<file path="src/rtl/pulse_arb_pkg.sv">
// pulse_arb_pkg: shared types and helpers for the pulse arbiter.
//   state_t     - arbiter FSM states
//   SYNC_STAGES - depth of the per-requester input synchroniser
//   us_to_cyc   - converts a microsecond duration into clk cycles (64-bit)
package pulse_arb_pkg;

  typedef enum logic [1:0] {
    IDLE,
    PULSE,
    GAP
  } state_t;

  localparam int unsigned SYNC_STAGES = 2;

  // Truncating conversion; the caller clamps to any minimum it needs.
  function automatic logic [63:0] us_to_cyc(input logic [63:0] clk_hz, input logic [63:0] us);
    return (clk_hz * us) / 64'd1_000_000;
  endfunction

endpackage

</file>
<file path="src/rtl/pulse_arbiter_if.sv">
// pulse_arbiter_if: request and pulse-output bundle of the pulse arbiter.
//   req_n     - active-low requests (asynchronous to clk)
//   pulse_out - shared timed pulse
//   grant_id  - index of the current or last granted requester
//   busy      - arbiter is serving a pulse or its quiet gap
//   pend      - pending-request flags
//   drop      - one-cycle strobe when a press coalesces into a set pend bit
// Modports: master drives the requests (front panel side), slave is the arbiter.
interface pulse_arbiter_if #(
  parameter int unsigned N_REQ = 4
);
  localparam int unsigned ID_W = (N_REQ > 1) ? $clog2(N_REQ) : 1;

  logic [N_REQ-1:0] req_n;
  logic             pulse_out;
  logic [ID_W-1:0]  grant_id;
  logic             busy;
  logic [N_REQ-1:0] pend;
  logic [N_REQ-1:0] drop;

  modport master (
    output req_n,
    input  pulse_out,
    input  grant_id,
    input  busy,
    input  pend,
    input  drop
  );

  modport slave (
    input  req_n,
    output pulse_out,
    output grant_id,
    output busy,
    output pend,
    output drop
  );

endinterface

</file>
<file path="src/rtl/req_filter.sv">
// req_filter: front end for one active-low push input.
//   clk, rst - system clock, asynchronous active-high reset
//   req_n    - raw active-low request, asynchronous to clk
//   accept   - one-cycle strobe when a press is accepted
// The input is synchronised, then must stay low for FILT_CYC synchronised
// cycles. A release re-arms the filter, so a held button yields one accept.
module req_filter
  import pulse_arb_pkg::*;
#(
  parameter int unsigned FILT_CYC = 4
) (
  input  logic clk,
  input  logic rst,
  input  logic req_n,
  output logic accept
);

  localparam int unsigned CW = $clog2(FILT_CYC + 1);
  localparam logic [CW-1:0] FILT_MAX = CW'(FILT_CYC);

  logic [SYNC_STAGES-1:0] sync_q;
  logic [SYNC_STAGES-1:0] valid_q;
  logic [CW-1:0]          cnt_q, cnt_d;
  logic                   arm_q, arm_d;
  logic                   s;
  logic                   s_valid;

  always_ff @(posedge clk or posedge rst) begin
    if (rst) begin
      sync_q  <= '1;
      valid_q <= '0;
      cnt_q   <= '0;
      arm_q   <= 1'b0;
    end else begin
      sync_q  <= {sync_q[SYNC_STAGES-2:0], req_n};
      valid_q <= {valid_q[SYNC_STAGES-2:0], 1'b1};
      cnt_q   <= cnt_d;
      arm_q   <= arm_d;
    end
  end

  assign s = sync_q[SYNC_STAGES-1];
  // The reset value of the synchroniser is not a real observation of the pin;
  // ignoring it keeps a button held through reset from arming the filter.
  assign s_valid = valid_q[SYNC_STAGES-1];

  assign accept = arm_q && (cnt_q == FILT_MAX);

  always_comb begin
    cnt_d = cnt_q;
    arm_d = accept ? 1'b0 : arm_q;
    if (!s_valid) begin
      cnt_d = '0;
    end else if (s) begin
      cnt_d = '0;
      arm_d = 1'b1;
    end else if (cnt_q != FILT_MAX) begin
      cnt_d = cnt_q + CW'(1);
    end
  end

endmodule

</file>
<file path="src/rtl/pulse_arbiter.sv">
// pulse_arbiter: shares one timed pulse generator between N_REQ push inputs.
//   clk, rst - system clock, asynchronous active-high reset
//   bus      - slave side of pulse_arbiter_if (req_n in; pulse_out, grant_id,
//              busy, pend, drop out)
// Each accepted press latches a pend bit; a round-robin scheduler serves pend
// bits one at a time with a PULSE_US high pulse followed by a GAP_US quiet gap.
module pulse_arbiter
  import pulse_arb_pkg::*;
#(
  parameter int unsigned N_REQ    = 4,
  parameter int unsigned CLK_HZ   = 5_000_000,
  parameter int unsigned PULSE_US = 100,
  parameter int unsigned GAP_US   = 10,
  parameter int unsigned FILT_CYC = 4
) (
  input logic            clk,
  input logic            rst,
  pulse_arbiter_if.slave bus
);

  localparam logic [63:0] PULSE_RAW = us_to_cyc(64'(CLK_HZ), 64'(PULSE_US));
  localparam logic [63:0] PULSE_CYC = (PULSE_RAW == 64'd0) ? 64'd1 : PULSE_RAW;
  localparam logic [63:0] GAP_CYC   = us_to_cyc(64'(CLK_HZ), 64'(GAP_US));
  localparam logic [63:0] CNT_MAX   = (PULSE_CYC > GAP_CYC) ? PULSE_CYC : GAP_CYC;
  localparam int unsigned CNT_W     = $clog2(CNT_MAX + 64'd1);
  localparam int unsigned ID_W      = (N_REQ > 1) ? $clog2(N_REQ) : 1;

  localparam logic [CNT_W-1:0] PULSE_LOAD = CNT_W'(PULSE_CYC - 64'd1);
  localparam logic [CNT_W-1:0] GAP_LOAD   = (GAP_CYC == 64'd0) ? '0 : CNT_W'(GAP_CYC - 64'd1);

  if (PULSE_CYC > 64'hFFFF_FFFF) begin : g_pulse_range
    $fatal(1, "pulse_arbiter: pulse length exceeds 2^32-1 cycles");
  end
  if (GAP_CYC > 64'hFFFF_FFFF) begin : g_gap_range
    $fatal(1, "pulse_arbiter: gap length exceeds 2^32-1 cycles");
  end
  if (N_REQ < 2 || N_REQ > 16) begin : g_nreq_range
    $fatal(1, "pulse_arbiter: N_REQ must be in 2..16");
  end

  // First set bit strictly after 'last', wrapping around. Iterating from the
  // farthest offset down lets the nearest candidate overwrite the others.
  function automatic logic [ID_W-1:0] rr_pick(input logic [N_REQ-1:0] req,
                                               input logic [ID_W-1:0]  last);
    logic [ID_W-1:0] pick;
    int              idx;
    pick = last;
    for (int off = int'(N_REQ); off >= 1; off--) begin
      idx = (int'(last) + off) % int'(N_REQ);
      if (req[idx]) pick = ID_W'(idx);
    end
    return pick;
  endfunction

  logic [N_REQ-1:0] accept;

  for (genvar i = 0; i < int'(N_REQ); i++) begin : g_filt
    req_filter #(
      .FILT_CYC(FILT_CYC)
    ) u_filt (
      .clk   (clk),
      .rst   (rst),
      .req_n (bus.req_n[i]),
      .accept(accept[i])
    );
  end

  state_t           state_q, state_d;
  logic [CNT_W-1:0] cnt_q, cnt_d;
  logic [ID_W-1:0]  grant_q, grant_d;
  logic [ID_W-1:0]  last_q, last_d;
  logic [N_REQ-1:0] pend_q, pend_d;
  logic [N_REQ-1:0] drop_q, drop_d;
  logic [N_REQ-1:0] clr;
  logic [ID_W-1:0]  pick;

  // State register.
  always_ff @(posedge clk or posedge rst) begin
    if (rst) begin
      state_q <= IDLE;
      cnt_q   <= '0;
      grant_q <= '0;
      last_q  <= ID_W'(N_REQ - 1);
      pend_q  <= '0;
      drop_q  <= '0;
    end else begin
      state_q <= state_d;
      cnt_q   <= cnt_d;
      grant_q <= grant_d;
      last_q  <= last_d;
      pend_q  <= pend_d;
      drop_q  <= drop_d;
    end
  end

  // Next-state logic.
  always_comb begin
    state_d = state_q;
    cnt_d   = cnt_q;
    grant_d = grant_q;
    last_d  = last_q;
    clr     = '0;
    pick    = rr_pick(pend_q, last_q);

    unique case (state_q)
      IDLE: begin
        if (|pend_q) begin
          clr[pick] = 1'b1;
          grant_d   = pick;
          last_d    = pick;
          cnt_d     = PULSE_LOAD;
          state_d   = PULSE;
        end
      end
      PULSE: begin
        if (cnt_q == '0) begin
          if (GAP_CYC != 64'd0) begin
            cnt_d   = GAP_LOAD;
            state_d = GAP;
          end else begin
            state_d = IDLE;
          end
        end else begin
          cnt_d = cnt_q - CNT_W'(1);
        end
      end
      GAP: begin
        if (cnt_q == '0) begin
          state_d = IDLE;
        end else begin
          cnt_d = cnt_q - CNT_W'(1);
        end
      end
      default: state_d = IDLE;
    endcase

    // A fresh acceptance wins over the grant clearing the same bit.
    pend_d = (pend_q & ~clr) | accept;
    drop_d = accept & pend_q & ~clr;
  end

  // Outputs.
  always_comb begin
    bus.pulse_out = (state_q == PULSE);
    bus.busy      = (state_q != IDLE);
    bus.grant_id  = grant_q;
    bus.pend      = pend_q;
    bus.drop      = drop_q;
  end

endmodule
</file>
<file path="src/flat_wrapper.sv">
// flat-port wrapper written by rule: the top's interface ports become plain ports
module pulse_arbiter_flat import pulse_arb_pkg::*;
#(
  parameter int unsigned N_REQ    = 4,
  parameter int unsigned CLK_HZ   = 5_000_000,
  parameter int unsigned PULSE_US = 100,
  parameter int unsigned GAP_US   = 10,
  parameter int unsigned FILT_CYC = 4
)
  (clk, rst, bus_req_n, bus_pulse_out, bus_grant_id, bus_busy, bus_pend, bus_drop);
  pulse_arbiter_if #(.N_REQ(N_REQ)) bus_i ();
  input logic clk;
  input logic rst;
  input wire logic [$bits(bus_i.req_n)-1:0] bus_req_n;
  output wire logic [$bits(bus_i.pulse_out)-1:0] bus_pulse_out;
  output wire logic [$bits(bus_i.grant_id)-1:0] bus_grant_id;
  output wire logic [$bits(bus_i.busy)-1:0] bus_busy;
  output wire logic [$bits(bus_i.pend)-1:0] bus_pend;
  output wire logic [$bits(bus_i.drop)-1:0] bus_drop;
  assign bus_i.req_n = bus_req_n;
  assign bus_pulse_out = bus_i.pulse_out;
  assign bus_grant_id = bus_i.grant_id;
  assign bus_busy = bus_i.busy;
  assign bus_pend = bus_i.pend;
  assign bus_drop = bus_i.drop;
  pulse_arbiter #(.N_REQ(N_REQ), .CLK_HZ(CLK_HZ), .PULSE_US(PULSE_US), .GAP_US(GAP_US), .FILT_CYC(FILT_CYC)) u_core (.clk(clk), .rst(rst), .bus(bus_i));
endmodule
</file>
<file path="config.mk">
export PLATFORM = sky130hd
export DESIGN_NAME = pulse_arbiter_flat
export DESIGN_NICKNAME = d
export VERILOG_FILES = /design/src/rtl/pulse_arb_pkg.sv /design/src/rtl/pulse_arbiter_if.sv /design/src/rtl/req_filter.sv /design/src/rtl/pulse_arbiter.sv /design/src/flat_wrapper.sv
export SDC_FILE = /design/constraint.sdc
export NUM_CORES = 1
export LEC_CHECK = 0
export BUFFER_PORTS_ARGS = -buffer_cell sky130_fd_sc_hd__clkbuf_2
export CORE_ASPECT_RATIO = 0.9
export CORE_MARGIN = 5
export CORE_UTILIZATION = 45
export CTS_CLUSTER_SIZE = 14
export DETAILED_ROUTE_END_ITERATION = 10
export GPL_TIMING_DRIVEN = 1
export PLACE_DENSITY = 0.6
export SETUP_SLACK_MARGIN = 0.4
export SLEW_MARGIN = 20
export SYNTH_ARGS = -nofsm -noshare
export SYNTH_HDL_FRONTEND = slang
export SYNTH_SLANG_ARGS = --single-unit
</file>
<file path="constraint.sdc">
create_clock -name clk -period 2.29 [get_ports clk]
set_clock_uncertainty 0.2 [all_clocks]
set_input_delay 0.458 -clock clk [delete_from_list [all_inputs] [get_ports clk]]
set_output_delay 0.458 -clock clk [all_outputs]
set_load 0.005 [all_outputs]
</file>
==> results.sh <==
export IMPL_portBuffers=17
export IMPL_holdCritPathClass="in -> reg"
export IMPL_synth_compound_area_share_pct=15.54
export IMPL_path_clk_slew_ns=0.08
export IMPL_synth_top_area_share_pct=40.14
export IMPL_dr_first_iter_drc_count=136
export IMPL_root_buffer="clkbuf_8"
export IMPL_async_reset_ff_share_pct=100.0
export IMPL_synth_area_per_cell_um2=9.963
export IMPL_max_freq_mhz=522.5
export IMPL_synth_fa_ha_area_share_pct=7.205
export IMPL_synth_edf_count=0
export IMPL_placementRows=25
export IMPL_final_util_pct=57.67
export IMPL_avgRoutedWirePerCell_um=14.59
export IMPL_power_mw=3.470
export IMPL_yosys_cell_types_count=49
export IMPL_yosysTopAreaCell="dfrtp_1"
export IMPL_viasPerCell=5.556
export IMPL_antenna_cells=0
export IMPL_routabilityCongestion=0.9041
export IMPL_via_count=1989
export IMPL_grt_ovfl_total=0
export IMPL_grtUsageTotal_pct=15.89
export IMPL_wl_met3_um=204
export IMPL_highest_layer="met4"
export IMPL_grt_start_max_net_pins=20
export IMPL_crit_arrival_ns=1.90
export IMPL_maxCapViolCount=0
export IMPL_fp_dieH_um=79.73
export IMPL_yosys_area_share_xor_xnor_pct=1.441
export IMPL_crit_fanout=4
export IMPL_end_kind="flip-flop"
export IMPL_cts_max_level=2
export IMPL_clkLatencyLatePin_ns=0.30
export IMPL_ys_flop_type="dfrtp_1"
export IMPL_synth_top_family_by_area="simple AND/OR/NAND/NOR gates"
export IMPL_period_minus_slack_ns=1.914
export IMPL_place_hpwl_um=3492
export IMPL_rsz0062_at_grt="true"
export IMPL_wl_met1_um=2523
export IMPL_power_leakage_nw=1.319
export IMPL_wl_met2_um=2410
export IMPL_synth_mux_area_share_pct=0.8749
export IMPL_finalSetupTns_ns=0
export IMPL_setup_viol=0
export IMPL_p_per_area_mw_per_mm2=1145
export IMPL_timing_hold_ws_ns=0.03699
export IMPL_grt_pass1_wl_um=8707
export IMPL_grt_pass1_vias=1904
export IMPL_synthToLayoutAreaGrowth_pct=24.65
export IMPL_cts_buffers=5
export IMPL_syn_inst=244
export IMPL_antenna_found_initial=0
export IMPL_ioPinCount=18
export IMPL_clockBufferDepth=2
export IMPL_drtPass1Iterations=4
export IMPL_ant_nets=0
export IMPL_die_area_mm2=0.006974
export IMPL_finalCritPeriodShare_pct=83.57
export IMPL_vdd_drop_max_mv=0.5288
export IMPL_drc_errors=0
export IMPL_hold_violations=0
export IMPL_fin_nets=310
export IMPL_drv_slew=0
export IMPL_cts_tree="built"
export IMPL_yosys_area_share_simple_pct=20.12
export IMPL_yosysSeqAreaShare_pct=50.95
export IMPL_core_area_mm2=0.005255
export IMPL_ys_ff_latch=49
export IMPL_drt_total_wl_um=5225
export IMPL_synth_area_leaders="dfrtp_1 40%, dfstp_2 11%, ha_1 7.2%"
export IMPL_drive_gt1_share_pct=31.62
export IMPL_status="finished, final reports clean"
export IMPL_cts_sinks=49
export IMPL_required_ns=2.27
export IMPL_critPathLaunchType="flip-flop"
export IMPL_ys_warn_count=0
export IMPL_critical_path_class="reg -> reg"
export IMPL_die_w_um=87.48
export IMPL_initial_utilization_pct=46.26
export IMPL_syn_area_mm2=0.002431
export IMPL_synth_fp_nets=264
placed cells by master, fill, tap and decap left out, drive strengths merged, types with 2 or more instances in the layout:
cell type  count
inv           18
nand2b         7
or3            2
or4            2
nor4           6
nand3         10
and3           2
o21ai          9
dfrtp         39
buf           26
nor2          31
ha            14
nand4          2
a22o           5
dfstp         10
a21oi         15
xnor2          4
a31oi          6
o2bb2ai        2
nand2         18
o21a           2
o211ai         4
clkbuf        24
nor3          11
o2111ai        3
metal layers:
metal  up-vias  GRT usage (%)
li1        964              -
met1       971          21.42
met2        47          24.32
met3         7          3.406
met4         0          7.209
met5         -              0
cells by family (layout without fill, tap and decap cells):
group                    count (synthesis)  in the layout
AND/OR/NAND/NOR                         97             97
AO/OA/AOI/OAI                           55             55
flip-flops                              49             49
buffers and inverters                   22             69
adder cells (fa/ha/maj)                 14             14
XOR/XNOR                                 4              4
multiplexers                             2              2
other                                    1              1
stage by stage:
| stage | std cells | instance area, um2 | worst slack (ns) |
|---|---|---|---|
| 2_1_floorplan | 244 | 2461 | 0.4100 |
| 3_3_place_gp | 332 | 2658 | 0.2902 |
| 3_5_place_dp | 332 | 2658 | 0.1979 |
| 4_1_cts | 351 | 2870 | 0.3545 |
| 5_1_grt | 358 | 3030 | 0.3169 |
| 6_report | 358 | 3030 | 0.3762 |
synth_stat cells (2+ instances only):
cell type / count
nand2_1: 18
dfrtp_1: 39
nor4_1: 5
a21oi_1: 15
o2bb2ai_1: 2
nand2b_1: 7
o21ai_1: 3
a31oi_1: 6
nor3_1: 10
ha_1: 14
o2111ai_1: 3
nand3_1: 10
nand4_1: 2
nor2_1: 31
o21a_1: 2
dfstp_2: 10
inv_1: 18
and3_1: 2
o211ai_1: 4
clkbuf_1: 2
xnor2_1: 4
or3_1: 2
a22o_1: 5
o21ai_0: 5
flip-flops by register name, indices dropped and copies added, names as in the netlist:
name and cells:
u_core.g_filt.u_filt.cnt_q 12, u_core.cnt_q 9, u_core.g_filt.u_filt.sync_q 8, u_core.bus.drop 4, u_core.bus.pend 4, u_core.g_filt.u_filt.arm_q 4, u_core.bus.grant_id 2, u_core.g_filt.u_filt.valid_q 2
u_core.last_q 2, u_core.state_q 2
where the power goes:
group / internal, mW / total (mW) / switching, mW
registers: 1.05 / 1.29 / 0.233
clock network: 0.217 / 0.482 / 0.265
logic: 0.806 / 1.70 / 0.896
path summary, 6_finish.rpt:
kind | endpoint | startpoint | cells after the start | slack (ns)
worst max-delay path | u_core.state_q[0] | u_core.cnt_q[1] | 6 | 0.38
worst min register to register | u_core.g_filt[1].u_filt.sync_q[1] | u_core.g_filt[1].u_filt.sync_q[0] | 0 | 0.15
max in group asynchronous | u_core.g_filt[3].u_filt.sync_q[1] | rst | 4 | 0.81
worst min-delay path | u_core.g_filt[2].u_filt.sync_q[0] | bus_req_n[2] | 1 | 0.04
worst max register to register | u_core.state_q[0] | u_core.cnt_q[1] | 6 | 0.38
min in group asynchronous | u_core.bus.pend[2] | rst | 3 | 0.46
critical path: stages, from the launching register on:
cell	delay, ns
dfrtp_1	0.40
inv_2	0.08
ha_4	0.14
or3b_4	0.42
nor3_4	0.19
o21ai_2	0.08
mux2_4	0.30
layout make-up:
type | instances | area [um2]
fillers | 448 | 2225
multi-input cells | 173 | 1256
flip-flops and latches | 49 | 1244
repair buffers | 43 | 296.5
well taps | 67 | 83.83
clock buffers | 8 | 80.08
inverters | 18 | 70.07
timing repair:
| item | CTS | global route |
|---|---|---|
| resized for setup | 11 | 26 |
| pin swaps | 4 | 8 |
| endpoints found under the hold margin | 11 | 0 |
| setup buffers | 10 | 7 |
| hold buffers | 1 | 0 |
| endpoints found under the setup margin | 9 | 16 |
Power figures use the tool's default switching activity.
